<file path="src/rtl/alu_pkg.sv">
// rtl/alu_pkg.sv - shared subtractor result types, default widths and flag helper
package alu_pkg;

  localparam int SUB_WIDTH    = 8;
  localparam int SUB_TAG_W    = 4;
  localparam int SUB_PIPE_LAT = 4;

  typedef struct packed {
    logic zero;
    logic neg;
    logic ovf;
  } sub_flags_t;

  typedef struct packed {
    logic [SUB_WIDTH-1:0] diff;
    logic [SUB_TAG_W-1:0] tag;
    sub_flags_t           flags;
  } sub_result_t;

  // A zero difference never reports overflow.
  function automatic sub_flags_t sub_flags(input logic is_zero, input logic msb, input logic ovf);
    sub_flags_t f;
    f.zero = is_zero;
    f.neg  = msb;
    f.ovf  = ovf & ~is_zero;
    return f;
  endfunction

endpackage

</file>
<file path="src/rtl/res_fifo.sv">
// rtl/res_fifo.sv - synchronous result FIFO with occupancy count
// Head output is forced to zero while empty so idle outputs read as zero.
module res_fifo #(
  parameter int W     = 8,
  parameter int DEPTH = 4
) (
  input  logic                   clk,
  input  logic                   rst_n,
  input  logic                   i_push,
  input  logic [W-1:0]           i_data,
  input  logic                   i_pop,
  output logic [W-1:0]           o_data,
  output logic                   o_valid,
  output logic [$clog2(DEPTH):0] o_count
);

  localparam int AW = $clog2(DEPTH);

  logic [W-1:0]  r_mem [DEPTH];
  logic [AW-1:0] r_wr_ptr;
  logic [AW-1:0] r_rd_ptr;
  logic [AW:0]   r_count;
  logic          w_pop;

  assign w_pop = i_pop & (r_count != '0);

  always_ff @(posedge clk or negedge rst_n) begin
    if (!rst_n) begin
      r_wr_ptr <= '0;
      r_rd_ptr <= '0;
      r_count  <= '0;
    end else begin
      if (i_push) r_wr_ptr <= r_wr_ptr + 1'b1;
      if (w_pop)  r_rd_ptr <= r_rd_ptr + 1'b1;
      case ({i_push, w_pop})
        2'b10:   r_count <= r_count + 1'b1;
        2'b01:   r_count <= r_count - 1'b1;
        default: ;
      endcase
    end
  end

  always_ff @(posedge clk) begin
    if (i_push) r_mem[r_wr_ptr] <= i_data;
  end

  assign o_valid = (r_count != '0);
  assign o_data  = o_valid ? r_mem[r_rd_ptr] : '0;
  assign o_count = r_count;

endmodule

</file>
<file path="src/rtl/sub_result_collect.sv">
// rtl/sub_result_collect.sv - credit-throttled result collector behind the pipelined subtractor
// Optional SUB_COLLECT_STICKY_EN adds clr_sticky / sticky_ovf.
module sub_result_collect
  import alu_pkg::*;
#(
  parameter int WIDTH    = SUB_WIDTH,
  parameter int PIPE_LAT = SUB_PIPE_LAT,
  parameter int DEPTH    = 4,
  parameter int TAG_W    = SUB_TAG_W
) (
  input  logic                   clk,
  input  logic                   reset,
`ifdef SUB_COLLECT_STICKY_EN
  input  logic                   clr_sticky,
  output logic                   sticky_ovf,
`endif
  input  logic                   in_valid,
  input  logic [TAG_W-1:0]       in_tag,
  output logic                   in_ready,
  input  logic [WIDTH-1:0]       diff,
  input  logic                   ovf,
  output logic                   out_valid,
  input  logic                   out_ready,
  output logic [WIDTH-1:0]       out_diff,
  output logic [TAG_W-1:0]       out_tag,
  output logic                   out_zero,
  output logic                   out_neg,
  output logic                   out_ovf,
  output logic [$clog2(DEPTH):0] credits
);

  localparam int              CW      = $clog2(DEPTH) + 1;
  localparam int              FW      = WIDTH + TAG_W + 3;
  localparam logic [CW-1:0]   DEPTH_C = CW'(DEPTH);

  logic [PIPE_LAT-1:0] r_v;
  logic [TAG_W-1:0]    r_tag [PIPE_LAT];
  logic [CW-1:0]       r_inflight;

  logic                w_issue;
  logic                w_capture;
  logic [CW-1:0]       w_count;
  logic [CW-1:0]       w_used;
  sub_flags_t          w_flags;
  sub_flags_t          w_head_flags;
  logic [FW-1:0]       w_push_data;
  logic [FW-1:0]       w_head_data;

  // Credits come from registers only, so a capture always finds a free slot.
  assign w_used    = r_inflight + w_count;
  assign in_ready  = (w_used < DEPTH_C);
  assign credits   = DEPTH_C - w_used;
  assign w_issue   = in_valid & in_ready;
  assign w_capture = r_v[PIPE_LAT-1];

  assign w_flags     = sub_flags(diff == '0, diff[WIDTH-1], ovf);
  assign w_push_data = {diff, r_tag[PIPE_LAT-1], w_flags};

  always_ff @(posedge clk or negedge reset) begin
    if (!reset) begin
      r_v <= '0;
      for (int i = 0; i < PIPE_LAT; i++) r_tag[i] <= '0;
    end else begin
      r_v[0]   <= w_issue;
      r_tag[0] <= in_tag;
      for (int i = 1; i < PIPE_LAT; i++) begin
        r_v[i]   <= r_v[i-1];
        r_tag[i] <= r_tag[i-1];
      end
    end
  end

  always_ff @(posedge clk or negedge reset) begin
    if (!reset) begin
      r_inflight <= '0;
    end else begin
      case ({w_issue, w_capture})
        2'b10:   r_inflight <= r_inflight + 1'b1;
        2'b01:   r_inflight <= r_inflight - 1'b1;
        default: ;
      endcase
    end
  end

  res_fifo #(
    .W     (FW),
    .DEPTH (DEPTH)
  ) u_fifo (
    .clk     (clk),
    .rst_n   (reset),
    .i_push  (w_capture),
    .i_data  (w_push_data),
    .i_pop   (out_ready),
    .o_data  (w_head_data),
    .o_valid (out_valid),
    .o_count (w_count)
  );

  assign {out_diff, out_tag, w_head_flags} = w_head_data;
  assign out_zero = w_head_flags.zero;
  assign out_neg  = w_head_flags.neg;
  assign out_ovf  = w_head_flags.ovf;

`ifdef SUB_COLLECT_STICKY_EN
  logic r_sticky;
  logic w_pop;

  assign w_pop = out_valid & out_ready;

  always_ff @(posedge clk or negedge reset) begin
    if (!reset) begin
      r_sticky <= 1'b0;
    end else if (w_pop && out_ovf) begin
      r_sticky <= 1'b1;
    end else if (clr_sticky) begin
      r_sticky <= 1'b0;
    end
  end

  assign sticky_ovf = r_sticky;
`endif

endmodule
</file>
<file path="config.mk">
export PLATFORM = sky130hd
export DESIGN_NAME = sub_result_collect
export DESIGN_NICKNAME = d
export VERILOG_FILES = /design/src/rtl/alu_pkg.sv /design/src/rtl/res_fifo.sv /design/src/rtl/sub_result_collect.sv
export SDC_FILE = /design/constraint.sdc
export NUM_CORES = 1
export LEC_CHECK = 0
export BUFFER_PORTS_ARGS = -buffer_cell sky130_fd_sc_hd__buf_2
export CAP_MARGIN = 0
export CORE_ASPECT_RATIO = 0.6
export CORE_MARGIN = 4
export CORE_UTILIZATION = 25
export CTS_BUF_LIST = sky130_fd_sc_hd__clkbuf_2 sky130_fd_sc_hd__clkbuf_4 sky130_fd_sc_hd__clkbuf_8
export DETAILED_ROUTE_END_ITERATION = 12
export SLEW_MARGIN = 20
export SYNTH_ARGS = -nofsm -noshare
export SYNTH_HDL_FRONTEND = slang
export SYNTH_SLANG_ARGS = --single-unit
export TNS_END_PERCENT = 5
</file>
<file path="constraint.sdc">
create_clock -name clk -period 6.65 [get_ports clk]
set_input_delay 0.665 -clock clk [delete_from_list [all_inputs] [get_ports clk]]
set_output_delay 0.665 -clock clk [all_outputs]
set_load 0.1 [all_outputs]
</file>
==> run_results.csv, run 1 <==
group,metric,value,unit
run_status,status,"complete, no violations",
setup_path,crit_type,"flop to output pin",
logic_synthesis,ys_ff_latch,86,
floorplanning,rows,32,
clock_network,clockBufferDepth,2,
setup_path,start_kind,"flop",
setup_path,path_delay_family,"XOR/XNOR gates",
setup_path,worstPathRequired,5.98,ns
floorplanning,die-height,97.3,um
routing,dr.pass1.iters,4,
logic_synthesis,synth_edf_count,56,
setup_path,critPathCaptureType,"output pin",
setup_path,cp_max_fo,4,
clock_network,post_cts.resized_instances,0,
cells_and_area,nets,240,
sta,slew_viol_final,0,
global_routing,antenna_found_initial,0,
cells_and_area,final_layout_size_suffix_gt1_frac,0.281,
min_path,min-delay-path-class,"input pin to asynchronous set/reset pin",
logic_synthesis,yosysWarnings,0,
logic_synthesis,synth_top_area_cell,"edfxtp_1",
sta,relSlewSlack,0.406,
logic_synthesis,netlist_top_cells_count,"56 x edfxtp_1, 30 x dfrtp_1, 20 x and2_1",
place,place_congestion,0.656,
global_routing,grt.total_usage,0.0801,
cells_and_area,num_antenna_cells,0,
clock_network,cts-root-buf,"clkbuf_8",
sta,hold_violations,0,
cells_and_area,fin_util,0.297,
logic_synthesis,avgSynthCellArea,19.4,um2
logic_synthesis,yosysMostFrequentCell,"edfxtp_1",
sta,period_needed,3.19,ns
global_routing,overflow,0,
logic_synthesis,synth-adder-area-share,0.0482,
logic_synthesis,synth_compound_area_frac,0.00151,
sta,setup-violations-final,0,
sta,fin_crit_sh,0.479,
clock_network,clkLatencyLatePin,0.36,ns
place,hpwl,3.78,mm
sta,max_freq,314,MHz
logic_synthesis,synth_top_family_by_area,"multiplexers",
routing,via_per_inst,3.88,
setup_path,cpPeakStageDelay,0.44,ns
logic_synthesis,synth_area,0.00332,mm2
floorplanning,coreArea,0.0129,mm2
routing,drt_iter0_drc,70,
place,numPortBuffers,36,
logic_synthesis,synth_flop_cell,"edfxtp_1",
floorplanning,start_util,0.257,
global_routing,grt_max_degree,31,
flow_run,drv_cap,0,
setup_path,path_cells,"ha_1 -> inv_1 -> fa_1 -> xnor2_1 -> xnor2_1 -> xnor2_1 -> buf_2",
routing,ant_nets,0,
setup_path,cpMaxStageDelayCell,"buf_2",
setup_path,worst-path-buf-inv,2,
clock_network,cts_buffers,9,
routing,wire_per_inst,14.6,um
cells_and_area,post_layout_nonfiller_instances,387,
routing,drc,0,
logic_synthesis,mappedNetlistNets,199,
routing,vias,1503,
logic_synthesis,syn_inst,171,
sta,whs,0.339,ns
global_routing,grt_pass1_wl,9.11,mm
logic_synthesis,synthMuxAreaShare,0.108,
logic_synthesis,synthArstFlopShare,0.349,
logic_synthesis,synth.area.top_cells,"edfxtp_1 51%, dfrtp_1 23%, mux4_2 5.4%, mux4_1 4.7%, and2_1 3.8%",
floorplanning,die-area,0.0153,mm2
clock_network,clkSinkCount,86,
logic_synthesis,yosysTopAreaCellShare,0.506,
logic_synthesis,synthXorXnorAreaFrac,0.0316,
setup_path,cp_data_arrival_time,2.52,ns
cells_and_area,syn2layout_area_growth,15.7,%
clock_network,tritoncts,"built",
clock_network,htreeDepth,3,
sta,tns,0,ns
logic_synthesis,synthSimpleGateAreaFrac,0.0531,
logic_synthesis,yosysSeqAreaShare,0.732,
sta,tightest_slew,0.892,ns
sta,clock_skew,0.0118,ns
clock_network,clk_pin_slew_worst_paths,0.09,ns
clock_network,cts-hold-fix-buffers,0,
floorplanning,ios,37,
floorplanning,dieWidth,157,um
place,dp_cells,371,
setup_path,crit_path_frequent_cell,"xnor2_1",
logic_synthesis,synth_cell_types,24,
clock_network,postCtsSetupRepairBufs,0,
sta,rsz0062_at_grt,"false",
global_routing,first_global_vias,1614,
routing,finalWirelength,5.65,mm
-- worst reg2reg max path, cell delays in order (launching register included) --
cell and delay (ns):
dfrtp_1 0.43, ha_1 0.17, inv_1 0.04, fa_1 0.37, xnor2_1 0.14, xnor2_1 0.40
nand2_1 0.13, ha_1 0.25, fa_1 0.38, xnor2_1 0.13, nor2_1 0.11, xor2_1 0.14
-- logic make-up after synthesis --
logic type	Yosys count
DFF	86
and+or+nand+nor	30
muxes	16
buffers and inverters	15
xor gates and xnor gates	12
adders and majority gates	11
AOI/OAI and AO/OA	1
-- state kept, by name, indices dropped and copies added (netlist names) --
name	flops
r_tag	16
r_inflight	3
u_fifo.r_wr_ptr	2
u_fifo.o_count	3
u_fifo.r_mem	56
u_fifo.r_rd_ptr	2
r_v	4
-- layout make-up --
type,instances,area (um2)
Tap cell,170,213
Timing Repair Buffer,36,180
Multi-Input combinational cell,70,806
Fill cell,1269,9090
Clock inverter,7,57.6
Clock buffer,9,124
Inverter,9,33.8
Sequential cell,86,2430
-- routing by layer --
layer / track usage / share of wire / routed length, um / vias up
met2: 0.105 / 0.41 / 2320 / 33
met4: 0.0320 / 0.015 / 87 / 0
met3: 0.0365 / 0.068 / 383 / 12
met5: 0 / 0 / 0 / -
met1: 0.114 / 0.51 / 2870 / 751
li1: - / - / - / 707
-- worst paths after layout --
check                              startpoint                 end  slack (ns)  cells past startpoint
worst max-delay path            r_inflight[0]          credits[2]        3.46                      7
worst min-delay path                    reset  u_fifo.r_wr_ptr[1]        0.34                      1
worst max register to register  r_inflight[0]       r_inflight[2]        3.89                     11
worst min register to register         r_v[1]              r_v[2]        0.35                      0
max in group asynchronous               reset            r_tag[1]        5.87                      1
min in group clk                       r_v[1]              r_v[2]        0.35                      0
-- stage by stage --
step	setup WS [ns]	instance area, um2
CTS	3.39	3850
global placement	3.80	3660
floorplan	1.88	3320
detailed placement	3.81	3660
global route	3.25	3850
finish	3.46	3850
-- cells in the final DEF (no fill, tap or decap), drive strengths merged --
cell type,n
or3,1
ha,8
clkinvlp,2
clkinv,2
fa,3
xor2,5
mux4,14
and2,20
mux2i,1
mux2,1
edfxtp,56
dfrtp,30
or4,2
nand2,2
o21ai,1
xnor2,7
nor2b,1
nor2,3
buf,36
inv,12
nand3,1
clkbuf,9
Power of run 1 is left out: the tool's default activity adds up to more than one toggle a clock period on the data nets, which glitch-free logic cannot reach.
==> run 2, diff against run 1 <==
--- a/config.mk
+++ b/config.mk
@@ -5,6 +5,7 @@
 export SDC_FILE = /design/constraint.sdc
 export NUM_CORES = 1
 export LEC_CHECK = 0
+export ABC_AREA = 1
 export BUFFER_PORTS_ARGS = -buffer_cell sky130_fd_sc_hd__buf_2
 export CAP_MARGIN = 0
 export CORE_ASPECT_RATIO = 0.6
==> constraint.sdc (replaced) <==
create_clock -name clk -period 3.08 [get_ports clk]
set_input_delay 0.308 -clock clk [delete_from_list [all_inputs] [get_ports clk]]
set_output_delay 0.308 -clock clk [all_outputs]
set_load 0.1 [all_outputs]
==> run 2 against run 1 <==
Against the previous run:
- synthesized area rose by 7.0%
- setup slack got worse by 3.0 ns
- die area grew 6.6%
- global-route usage increased by 1.3 points
- cell count rose by 45%
- sequential share of layout area decreased by 4.3 points
- largest cell class unchanged
==> run_results.csv, run 2 <==
group,metric,value,unit
logic_synthesis,mappedNetlistNets,355,
routing,drt_iter0_drc,151,
place,place_congestion,0.775,
clock_network,clk_pin_slew_worst_paths,0.08,ns
global_routing,grt_pass1_wl,11.5,mm
min_path,min_to,"r_tag[14]",
global_routing,grt_max_degree,31,
sta,period_needed,2.61,ns
clock_network,htreeDepth,3,
clock_network,cts-root-buf,"clkbuf_8",
clock_network,cts-hold-fix-buffers,1,
logic_synthesis,synth_flop_cell,"edfxtp_1",
cells_and_area,top_register,"u_fifo.r_mem",
logic_synthesis,syn_inst,327,
logic_synthesis,yosysTopAreaCellShare,0.473,
setup_path,path_cells,"ha_1 -> inv_1 -> fa_1 -> ha_1 -> inv_1 -> nand3_1 -> nand2_1 -> buf_2",
cells_and_area,reg_top3,"u_fifo.r_mem (56), r_tag (16), r_v (4)",
routing,drt-met1-wl,3.57,mm
sta,tightest_slew,0.707,ns
clock_network,cts_buffers,9,
logic_synthesis,yosysWarnings,0,
floorplanning,coreArea,0.0138,mm2
clock_network,clockBufferDepth,2,
floorplanning,start_util,0.258,
logic_synthesis,synth.area.top_cells,"edfxtp_1 47%, dfrtp_1 21%, nand2_1 12%, inv_1 5.7%, nand3_1 3.0%",
run_status,status,"complete, no violations",
logic_synthesis,avgSynthCellArea,10.9,um2
sta,setup-violations-final,0,
setup_path,r2r_slack,0.57,ns
cells_and_area,fillers,1439,
cells_and_area,nets,393,
logic_synthesis,synth_top_area_cell,"edfxtp_1",
logic_synthesis,synth_area,0.00356,mm2
setup_path,start_kind,"flop",
global_routing,grt.total_usage,0.0934,
routing,finalWirelength,7.07,mm
sta,clock_skew,0.00456,ns
routing,wire_per_inst,12.6,um
setup_path,cpPeakStageDelay,0.44,ns
clock_network,post_cts.resized_instances,0,
floorplanning,die-height,100,um
routing,vias,2182,
routing,wl_met3,350,um
setup_path,cp_data_arrival_time,2.31,ns
setup_path,critPathCaptureType,"output pin",
routing,ant_nets,0,
setup_path,crit_type,"flop to output pin",
logic_synthesis,ys_ff_latch,86,
logic_synthesis,yosysMostFrequentCell,"nand2_1",
floorplanning,ios,37,
sta,hold_violations,0,
logic_synthesis,synthArstFlopShare,0.349,
flow_run,drv_cap,0,
logic_synthesis,synth_cell_types,19,
sta,whs,0.0538,ns
logic_synthesis,synth_edf_count,56,
setup_path,r2r_start,"r_inflight[0]",
cells_and_area,fin_util,0.299,
setup_path,reg2reg_depth,12,
global_routing,overflow,0,
global_routing,antenna_found_initial,0,
sta,max_freq,383,MHz
clock_network,tritoncts,"built",
min_path,min-delay-path-class,"input pin to flop",
clock_network,postCtsSetupRepairBufs,0,
routing,via_per_inst,3.88,
cells_and_area,largest_reg_flops,56,
min_path,hp-start,"in_tag[2]",
floorplanning,die-area,0.0163,mm2
sta,rsz0062_at_grt,"false",
setup_path,cp_max_fo,3,
place,numPortBuffers,36,
floorplanning,dieWidth,162,um
routing,drc,0,
cells_and_area,mostFrequentLayoutCells,"111 x nand2_1, 56 x edfxtp_1, 54 x inv_1, 36 x buf_2, 30 x dfrtp_1",
cells_and_area,num_antenna_cells,0,
cells_and_area,final_layout_size_suffix_gt1_frac,0.151,
logic_synthesis,netlist_top_cells_count,"111 x nand2_1, 56 x edfxtp_1, 54 x inv_1",
place,hpwl,4.63,mm
sta,relSlewSlack,0.528,
logic_synthesis,yosysSeqAreaShare,0.684,
sta,slew_viol_final,0,
setup_path,cpMaxStageDelayCell,"dfrtp_1",
min_path,worstHoldPathCells,1,
cells_and_area,syn2layout_area_growth,16.1,%
routing,dr.pass1.iters,4,
clock_network,clkLatencyLatePin,0.36,ns
clock_network,clkSinkCount,86,
sta,fin_crit_sh,0.849,
setup_path,worstPathRequired,2.77,ns
setup_path,worstReg2RegEnd,"r_inflight[2]",
routing,met2_length,3.08,mm
routing,routed.top_layer,"met4",
cells_and_area,mostFrequentLayoutCell,"nand2_1",
global_routing,first_global_vias,2186,
floorplanning,rows,33,
-- run 2: per-stage QoR --
stage / TNS [ns] / cells / area (um2) / setup slack (ns)
after floorplan: -4.64 / 327 / 3560 / -0.394
after detailed placement: 0 / 545 / 3930 / 0.558
after global placement: 0 / 545 / 3930 / 0.717
after CTS: 0 / 562 / 4130 / 0.425
final: 0 / 562 / 4130 / 0.466
after global routing: 0 / 562 / 4130 / 0.350
-- run 2: final cells by class --
type | instances | area, um2 | area share
clock buffer | 11 | 139 | 0.0336
inverter | 55 | 206 | 0.0500
clock inverter | 5 | 51.3 | 0.0124
sequential | 86 | 2430 | 0.589
tap | 192 | 240 | 0.0582
multi-input combinational | 174 | 855 | 0.207
timing repair buffer | 39 | 205 | 0.0497
-- run 2: kinds of logic after synthesis --
group                      Yosys count  share of synthesized area
DFF                                 86                      0.684
xor gates and xnor gates             5                     0.0123
adders and majority gates           11                     0.0450
buffers and inverters               67                     0.0770
AOI/OAI and AO/OA                   18                     0.0253
and+or+nand+nor                    140                      0.157
-- run 2: critical path, delay by kind of cell (launching register included) --
kind	cells	cell delay (ns)
AND/OR/NAND/NOR	2	0.12
adder cells (fa/ha/maj)	3	0.86
flip-flops	1	0.44
buffers and inverters	3	0.52
-- run 2: worst max-delay path by stage --
stage	start	slack, ns	to
after floorplan	u_fifo.o_count[0]	-0.39	out_diff[0]
after global placement	r_inflight[0]	0.72	r_inflight[2]
after detailed placement	r_inflight[0]	0.56	r_inflight[2]
after CTS	r_inflight[0]	0.42	credits[2]
after global routing	r_inflight[0]	0.35	credits[2]
final	r_inflight[0]	0.47	credits[2]
-- run 2: layer usage --
metal | up-vias | track usage
met5 | - | 0
met4 | 0 | 0.0299
met3 | 8 | 0.0349
met2 | 48 | 0.135
met1 | 1026 | 0.130
li1 | 1100 | -
Power of run 2 is left out for the same reason.
